===== config.mk =====
export PLATFORM = sky130hd
export DESIGN_NAME = rcb_frl_tap_align_ctrl
export DESIGN_NICKNAME = d
export VERILOG_FILES = /design/src/rtl/rcb_frl_pkg.sv /design/src/rtl/rcb_frl_tap_tracker.sv /design/src/rtl/rcb_frl_tap_align_ctrl.sv
export SDC_FILE = /design/constraint.sdc
export NUM_CORES = 1
export LEC_CHECK = 0
export ABC_AREA = 1
export ABC_CLOCK_PERIOD_IN_PS = 3700
export BUFFER_PORTS_ARGS = -buffer_cell sky130_fd_sc_hd__buf_2
export CAP_MARGIN = 25
export CORE_MARGIN = 3
export CORE_UTILIZATION = 40
export CTS_CLUSTER_SIZE = 10
export DETAILED_ROUTE_END_ITERATION = 6
export SKIP_LAST_GASP = 1
export SLEW_MARGIN = 25
export SYNTH_ARGS = -nofsm -noshare
export SYNTH_HDL_FRONTEND = slang
export SYNTH_HIERARCHICAL = 1
export SYNTH_SLANG_ARGS = --single-unit

===== constraint.sdc =====
create_clock -name clk -period 3.7 [get_ports clk]
set_clock_uncertainty 0.15 [all_clocks]
set_input_delay 0.925 -clock clk [delete_from_list [all_inputs] [get_ports clk]]
set_output_delay 0.925 -clock clk [all_outputs]
set_load 0.02 [all_outputs]

===== src/rtl/rcb_frl_pkg.sv =====
// rcb_frl_pkg: shared types and constants for the FRL receive-side bit alignment slice.
package rcb_frl_pkg;
   localparam int TAP_W_DEF = 7;
   localparam logic [31:0] TRAIN_PATTERN = 32'hF0E1_D2C3;
   typedef enum logic [3:0] {
      S_IDLE, S_RST_TAP, S_SETTLE, S_SAMPLE, S_EVAL, S_STEP_UP, S_CENTER, S_DONE, S_FAIL
   } state_t;
   typedef enum logic {PH_SEEK, PH_TRACK} phase_t;
endpackage


===== src/rtl/rcb_frl_tap_tracker.sv =====
// rcb_frl_tap_tracker: saturating 0..MAX_TAP shadow of the delay-line tap counter.
module rcb_frl_tap_tracker import rcb_frl_pkg::*; #(
   parameter int TAP_W   = TAP_W_DEF,
   parameter int MAX_TAP = 127
)(
   input  logic             clk,
   input  logic             rst,
   input  logic             i_clr,
   input  logic             i_ce,
   input  logic             i_inc,
   output logic [TAP_W-1:0] o_tap_value
);
   always_ff @(posedge clk or posedge rst)
      if (rst) o_tap_value <= '0;
      else if (i_clr) o_tap_value <= '0;
      else if (i_ce && i_inc && o_tap_value != TAP_W'(MAX_TAP)) o_tap_value <= o_tap_value + 1'b1;
      else if (i_ce && !i_inc && o_tap_value != '0) o_tap_value <= o_tap_value - 1'b1;
endmodule


===== src/rtl/rcb_frl_tap_align_ctrl.sv =====
// rcb_frl_tap_align_ctrl: sweeps delay taps, finds the first data eye and parks the tap at its centre.
module rcb_frl_tap_align_ctrl import rcb_frl_pkg::*; #(
   parameter int TAP_W      = TAP_W_DEF,
   parameter int MAX_TAP    = 127,
   parameter int SETTLE_CYC = 8,
   parameter int SAMPLES    = 16,
   parameter int MIN_EYE    = 4
)(
   input  logic             clk,
   input  logic             rst,
   input  logic             i_start,
   input  logic             i_sample_valid,
   input  logic             i_pattern_match,
   output logic             o_dly_rst,
   output logic             o_dly_ce,
   output logic             o_dly_inc,
   output logic [TAP_W-1:0] o_tap_value,
   output logic [TAP_W-1:0] o_eye_left,
   output logic [TAP_W-1:0] o_eye_right,
   output logic             o_busy,
   output logic             o_done,
   output logic             o_fail
);
   localparam int CW = $clog2((SETTLE_CYC > SAMPLES ? SETTLE_CYC : SAMPLES) + 1);
   state_t           r_state;
   phase_t           r_phase;
   logic [CW-1:0]    r_cnt;
   logic             r_bad, r_dly_rst, r_dly_ce, r_dly_inc, r_busy, r_done, r_fail;
   logic [TAP_W-1:0] r_eye_left, r_eye_right, w_tap, w_span, w_centre;
   logic             w_at_max;
   assign w_span   = r_eye_right - r_eye_left;
   assign w_centre = r_eye_left + (w_span >> 1);
   assign w_at_max = w_tap == TAP_W'(MAX_TAP);
   rcb_frl_tap_tracker #(.TAP_W(TAP_W), .MAX_TAP(MAX_TAP)) u_trk (
      .clk(clk), .rst(rst), .i_clr(r_dly_rst), .i_ce(r_dly_ce), .i_inc(r_dly_inc), .o_tap_value(w_tap)
   );
   always_ff @(posedge clk or posedge rst) begin
      if (rst) begin
         r_state     <= S_IDLE;
         r_phase     <= PH_SEEK;
         r_cnt       <= '0;
         r_bad       <= 1'b0;
         r_dly_rst   <= 1'b0;
         r_dly_ce    <= 1'b0;
         r_dly_inc   <= 1'b0;
         r_busy      <= 1'b0;
         r_done      <= 1'b0;
         r_fail      <= 1'b0;
         r_eye_left  <= '0;
         r_eye_right <= '0;
      end else begin
         r_dly_rst <= 1'b0;
         r_dly_ce  <= 1'b0;
         r_dly_inc <= 1'b0;
         case (r_state)
            S_IDLE, S_DONE, S_FAIL:
               if (i_start) begin
                  r_state     <= S_RST_TAP;
                  r_done      <= 1'b0;
                  r_fail      <= 1'b0;
                  r_eye_left  <= '0;
                  r_eye_right <= '0;
                  r_busy      <= 1'b1;
                  r_dly_rst   <= 1'b1;
               end
            S_RST_TAP: begin
               r_state <= S_SETTLE;
               r_cnt   <= '0;
               r_phase <= PH_SEEK;
            end
            S_SETTLE: begin
               r_cnt <= r_cnt + 1'b1;
               if (r_cnt == CW'(SETTLE_CYC - 1)) begin
                  r_state <= S_SAMPLE;
                  r_cnt   <= '0;
                  r_bad   <= 1'b0;
               end
            end
            S_SAMPLE:
               if (i_sample_valid) begin
                  r_cnt <= r_cnt + 1'b1;
                  if (!i_pattern_match) r_bad <= 1'b1;
                  if (r_cnt == CW'(SAMPLES - 1)) r_state <= S_EVAL;
               end
            S_EVAL: begin
               if (!r_bad) begin
                  r_eye_right <= w_tap;
                  if (r_phase == PH_SEEK) r_eye_left <= w_tap;
                  r_phase <= PH_TRACK;
               end
               // a good tap at the top of the range closes the eye there
               if (r_bad && r_phase == PH_TRACK) r_state <= S_CENTER;
               else if (!w_at_max) begin
                  r_state   <= S_STEP_UP;
                  r_dly_ce  <= 1'b1;
                  r_dly_inc <= 1'b1;
               end else if (!r_bad || r_phase == PH_TRACK) r_state <= S_CENTER;
               else begin
                  r_state <= S_FAIL;
                  r_fail  <= 1'b1;
                  r_busy  <= 1'b0;
               end
            end
            S_STEP_UP: begin
               r_state <= S_SETTLE;
               r_cnt   <= '0;
            end
            S_CENTER:
               if (w_span < TAP_W'(MIN_EYE - 1)) begin
                  r_state <= S_FAIL;
                  r_fail  <= 1'b1;
                  r_busy  <= 1'b0;
               end else if (!r_dly_ce && w_tap > w_centre) r_dly_ce <= 1'b1;
               else if (!r_dly_ce) begin
                  r_state <= S_DONE;
                  r_done  <= 1'b1;
                  r_busy  <= 1'b0;
               end
            default: r_state <= S_IDLE;
         endcase
      end
   end
   assign o_dly_rst   = r_dly_rst;
   assign o_dly_ce    = r_dly_ce;
   assign o_dly_inc   = r_dly_inc;
   assign o_tap_value = w_tap;
   assign o_eye_left  = r_eye_left;
   assign o_eye_right = r_eye_right;
   assign o_busy      = r_busy;
   assign o_done      = r_done;
   assign o_fail      = r_fail;
endmodule


==> results.json, run 1 <==
{
  "syn-num-nets": 460,
  "dp_slack_ns": -0.0881,
  "reg2regPathDepth": 21,
  "clkSlewWorstSetupHoldPaths_ns": 0.08,
  "core_area_mm2": 0.00733,
  "path_class": "flop to flop",
  "worstSetupEndpoint": "r_state[1]",
  "worstSetupStartpointType": "flop",
  "worstPathRequired_ns": 3.74,
  "pin_count": 32,
  "antenna_found_initial": 0,
  "synth_area_leaders": "dfrtp_1 31%, nand2_1 16%, ha_1 11%",
  "r2r_start": "o_eye_right[0]",
  "status": "completed",
  "cts_sinks": 38,
  "drv_slew": 0,
  "setup_viol": 0,
  "r2r_slack_ns": 0.04,
  "routed-via-count": 2788,
  "crit_path_end_kind": "flop",
  "yosysTopAreaCell": "dfrtp_1",
  "area_delta_synth_final_pct": 19.7,
  "cts_tree": "built",
  "critPathLaunch": "o_eye_right[0]",
  "cts_made_buffers": 5,
  "ir_drop_mv": 0.391,
  "fp.dieH_um": 93.3,
  "grt_pass1_wl_mm": 11.9,
  "grt_overflow_total": 0,
  "async_reset_ff_frac": 1.00,
  "synth_ff_type": "dfrtp_1",
  "synth_area_mm2": 0.00305,
  "fin_hold_ws_ns": 0.363,
  "setup_slack_ns": 0.0369,
  "finalHoldViolCount": 0,
  "grtUsageTotal": 0.169,
  "period_share": 0.990,
  "leakage_nw": 1.98,
  "yosys_warnings": 6,
  "cts-hold-fix-buffers": 0,
  "hold_depth": 2,
  "drt_iter0_markers": 96,
  "grt_max_degree": 32,
  "crit_fanout": 4,
  "routabilityCongestion": 0.839,
  "finalPower_mw": 2.58,
  "drc": 0,
  "synthDistinctLibCells": 35,
  "root_buffer": "clkbuf_8",
  "drv_cap": 0,
  "rr_endpoint": "r_state[1]",
  "rows": 31,
  "die-area_mm2": 0.00871,
  "synth-seq-cells": 38,
  "drt-total-wl_mm": 7.05,
  "hp-class": "flop to flop",
  "synth-edff-count": 0,
  "power.density_mw_per_mm2": 706,
  "layout-drive-gt1-share": 0.243,
  "seq_area_frac_synth": 0.312,
  "fmaxAchievable_ghz": 0.273,
  "synth_top_cell_area_share": 0.312,
  "wl_per_cell_um": 12.3,
  "grt_pass1_vias": 2620,
  "rsz0062_at_grt": "yes",
  "clockBufferDepth": 2,
  "synthTopCellsByCount": "132 x nand2_1, 71 x inv_1, 38 x dfrtp_1",
  "dp_hpwl_mm": 5.30,
  "portBuffers": 31,
  "cp.arrival_ns": 3.70,
  "drt.antenna.violating_nets": 0,
  "clk_latency_ns": 0.29,
  "cts_max_level": 2,
  "synth_most_common_cell": "nand2_1",
  "syn_area_per_cell_um2": 7.18,
  "slew_headroom": 0.704,
  "fin_crit_ns": 3.66,
  "vias_per_cell": 4.87,
  "start_util": 0.416,
  "worst_slew_pin_slew_ns": 0.442,
  "firstDrtPassIters": 4,
  "synthCells": 425,
  "antenna_cells": 0,
  "die_w_um": 93.3,
  "nNetsFinal": 508
}
worst max-delay path: stages, from the launching register on:
cell     delay [ns]
dfrtp_2        0.41
inv_2          0.07
ha_4           0.12
inv_2          0.04
fa_2           0.50
ha_4           0.19
fa_2           0.36
a21oi_2        0.15
o21ai_2        0.08
a21o_1         0.16
a21oi_2        0.14
xor2_1         0.15
ha_1           0.28
a21oi_2        0.15
o21a_1         0.14
nand2_2        0.06
nand2_2        0.07
nand2_4        0.07
nand2_2        0.09
nand2_4        0.07
nand2_1        0.06
nand2_1        0.05
metrics by stage:
stage	std cells	TNS [ns]	cell area, um2	utilization
after CTS	571	0	3560	0.486
after detailed placement	563	-0.333	3400	0.463
after floorplan	425	0	3060	-
after global placement	563	-0.0780	3400	0.463
after global routing	573	-0.970	3650	0.498
final	573	0	3650	0.498
worst min path at each step:
| stage | startpoint | end | slack [ns] |
|---|---|---|---|
| after global placement | o_eye_right[3] | o_eye_right[3] | 0.35 |
| after global routing | r_cnt[0] | r_cnt[0] | 0.38 |
| final | o_eye_right[3] | o_eye_right[3] | 0.36 |
| after detailed placement | o_eye_right[3] | o_eye_right[3] | 0.35 |
| after CTS | r_cnt[0] | r_cnt[0] | 0.37 |
| after floorplan | r_state[2] | r_state[2] | 0.32 |
power by group:
group	total, mW	switching [mW]	internal [mW]
Combinational	1.48	0.946	0.537
Sequential	0.653	0.138	0.515
Clock	0.440	0.152	0.288
layer usage:
metal  wire length [um]  up-vias  share of wire  GRT usage
li1                   -     1435              -          -
met5                  0        -              0          0
met4                 79        0          0.011     0.0427
met1               3410     1317           0.48      0.229
met3                174        7          0.025     0.0249
met2               3380       29           0.48      0.282
repair_timing:
action / CTS / global route
gates resized for setup: 7 / 20
pin swaps: 4 / 16
buffers inserted: 0 / 2
setup endpoints to repair: 6 / 6
sequential cells by signal, summed over array words and instances, names as in the netlist:
| register | cells |
|---|---|
| o_busy | 1 |
| o_dly_ce | 1 |
| o_dly_inc | 1 |
| o_dly_rst | 1 |
| o_done | 1 |
| o_eye_left | 7 |
| o_eye_right | 7 |
| o_fail | 1 |
| r_bad | 1 |
| r_cnt | 5 |
| r_phase | 1 |
| r_state | 4 |
| u_trk/o_tap_value | 7 |
logic make-up after synthesis:
logic type / Yosys count / share of synthesized area
compound gates: 51 / 0.114
mux: 1 / 0.00328
fa+ha+maj: 30 / 0.130
xor+xnor: 8 / 0.0230
simple gates: 214 / 0.312
buf+inv: 83 / 0.105
flops: 38 / 0.312
layout by cell type, fill, tap and decap left out, types with 6 or more instances in the layout:
cell      Yosys  routed
a21oi_1      22      17
buf_2         0      31
buf_4         0      11
clkbuf_8      0       6
dfrtp_1      38      35
ha_1         27      24
inv_1        71      68
inv_2        10      13
nand2_1     132     125
nand2_2       4       9
nand3_1      24      24
nand4_1      13      13
nor2_1       25      23
nor2_2        5       7
o21ai_0      10       9
area by class of cell:
cell class	instances	area, um2
multi-input combinational	304	1880
fill	737	3680
inverter	82	310
clock buffer	6	82.6
timing repair buffer	42	238
clock inverter	2	60.1
sequential	38	955
tap	99	124
No activity file was read; power rests on OpenSTA's default activity.
==> run 2: changes to the inputs <==
--- a/constraint.sdc
+++ b/constraint.sdc
@@ -3,3 +3,3 @@
 set_input_delay 0.925 -clock clk [delete_from_list [all_inputs] [get_ports clk]]
 set_output_delay 0.925 -clock clk [all_outputs]
-set_load 0.02 [all_outputs]
+set_load 0.005 [all_outputs]
==> results.json, run 2 (synthesis gave the netlist of run 1 again) <==
{
  "fin_util": 0.492,
  "power.density_mw_per_mm2": 685,
  "worstSetupStartpointType": "flop",
  "min_to": "o_busy",
  "fmaxAchievable_ghz": 0.277,
  "rr_endpoint": "r_state[2]",
  "cts_sinks": 38,
  "fin_area_mm2": 0.00360,
  "layout_commonest_cell": "nand2_1",
  "cp.arrival_ns": 3.69,
  "final_cell_mix": "128 x nand2_1, 69 x inv_1, 38 x dfrtp_1",
  "worstPathRequired_ns": 3.79,
  "cts_tree": "built",
  "post-cts-setup-buffers": 0,
  "grtUsageTotal": 0.163,
  "drt-total-wl_mm": 6.80,
  "cts-hold-fix-buffers": 0,
  "path_class": "flop to flop",
  "period_share": 0.975,
  "clockBufferDepth": 2,
  "slowest_delay_ns": 0.46,
  "fin_crit_ns": 3.61,
  "rows": 31,
  "fin_hold_ws_ns": 0.331,
  "rsz0062_at_grt": "yes",
  "nNetsFinal": 506,
  "grt_max_degree": 32,
  "fp.dieH_um": 93.3,
  "routabilityCongestion": 0.901,
  "drv_slew": 0,
  "hold_depth": 2,
  "dp.cells": 563,
  "dp_hpwl_mm": 5.28,
  "pin_count": 32,
  "drt_iter0_markers": 102,
  "wl_per_cell_um": 11.9,
  "reg2regPathDepth": 19,
  "worst_hold_startpoint": "o_busy",
  "grt_pass1_vias": 2504,
  "ir_drop_mv": 0.390,
  "crit_chain": "ha_2 > inv_2 > fa_2 > ha_4 > fa_2 > a21oi_2 > o21ai_2 > a21o_1 > a21oi_2 > xor2_1 > ha_1 > a21oi_2 > o21a_1 > nand2_1 > nand2_1 > nand2_2 > a21oi_2 > nand2_1 > nand2_1",
  "routed-via-count": 2747,
  "cts_made_buffers": 5,
  "clkSlewWorstSetupHoldPaths_ns": 0.08,
  "area_delta_synth_final_pct": 18.1,
  "drc": 0,
  "die-area_mm2": 0.00871,
  "die_w_um": 93.3,
  "setup_viol": 0,
  "antenna_found_initial": 0,
  "path_buf_inv": 1,
  "post_dp_cell_area_mm2": 0.00339,
  "vias_per_cell": 4.81,
  "drt.antenna.violating_nets": 0,
  "r2r_start": "o_eye_left[0]",
  "clk_latency_ns": 0.30,
  "slew_headroom": 0.704,
  "hp-class": "flop to flop",
  "start_util": 0.416,
  "cp_top_family": "adder cells",
  "fin_setup_tns_ns": 0,
  "crit_fanout": 3,
  "portBuffers": 31,
  "grt_overflow_total": 0,
  "leakage_nw": 1.96,
  "cts_max_level": 2,
  "root_buffer": "clkbuf_8",
  "firstDrtPassIters": 6,
  "antenna_cells": 0,
  "finalNonFillerCells": 571,
  "crit_path_end_kind": "flop",
  "worst_slew_pin_slew_ns": 0.442,
  "status": "completed",
  "cp_slowest_cell": "fa_2",
  "finalHoldViolCount": 0,
  "core_area_mm2": 0.00733,
  "grt_pass1_wl_mm": 11.5,
  "fillCellCount": 729,
  "drv_cap": 0,
  "layout-drive-gt1-share": 0.222,
  "r2r_slack_ns": 0.09
}
-- run 2: cell count changes in the layout (fill, tap and decap cells not counted), sizes merged --
cell	change
buf	-2
-- run 2: timing repair --
action                                  in CTS  in global routing
endpoints found under the setup margin       6                  6
pin swaps                                    3                 12
gates resized for setup                     11                 11
-- run 2: final cells by class --
type,instances,area [um2],share of cell area
Tap cell,99,124,0.0344
Clock inverter,2,60.1,0.0167
Sequential cell,38,951,0.264
Inverter,82,310,0.0861
Timing Repair Buffer,40,223,0.0618
Clock buffer,6,82.6,0.0229
Multi-Input combinational cell,304,1850,0.514
-- run 2: layer usage --
layer | share of wire | track usage | vias up
li1 | - | - | 1435
met1 | 0.48 | 0.228 | 1284
met2 | 0.49 | 0.266 | 26
met3 | 0.022 | 0.0241 | 2
met4 | 0.0035 | 0.0403 | 0
met5 | 0 | 0 | -
-- run 2: report_power, final --
group | leakage [nW] | switching [mW] | internal, mW
Sequential | 0.508 | 0.137 | 0.514
Clock | 0.0714 | 0.156 | 0.288
Combinational | 1.38 | 0.846 | 0.526
Total | 1.96 | 1.14 | 1.33
-- run 2: tightest hold or removal path: cells and delay by family, from the launching register on --
kind             cells  cell delay (ns)
DFF                  1             0.35
and+or+nand+nor      2             0.10
-- run 2: metrics by stage --
stage               worst slack, ns  total power, mW
finish                       0.0935             2.47
global route                 -0.100             2.72
CTS                          0.0400             2.47
detailed placement           -0.133             1.97
global placement             0.0132             1.94
floorplan                    0.0890             1.65
-- run 2: worst max path at each step --
stage / endpoint / from / cells past startpoint / slack (ns)
after floorplan: r_state[0] / o_eye_left[0] / 19 / 0.09
after global placement: r_state[0] / o_eye_left[0] / 20 / 0.01
after detailed placement: r_state[2] / o_eye_left[0] / 19 / -0.13
after CTS: r_state[0] / o_eye_right[0] / 23 / 0.04
after global routing: o_done / o_eye_right[0] / 24 / -0.10
final: r_state[2] / o_eye_left[0] / 19 / 0.09
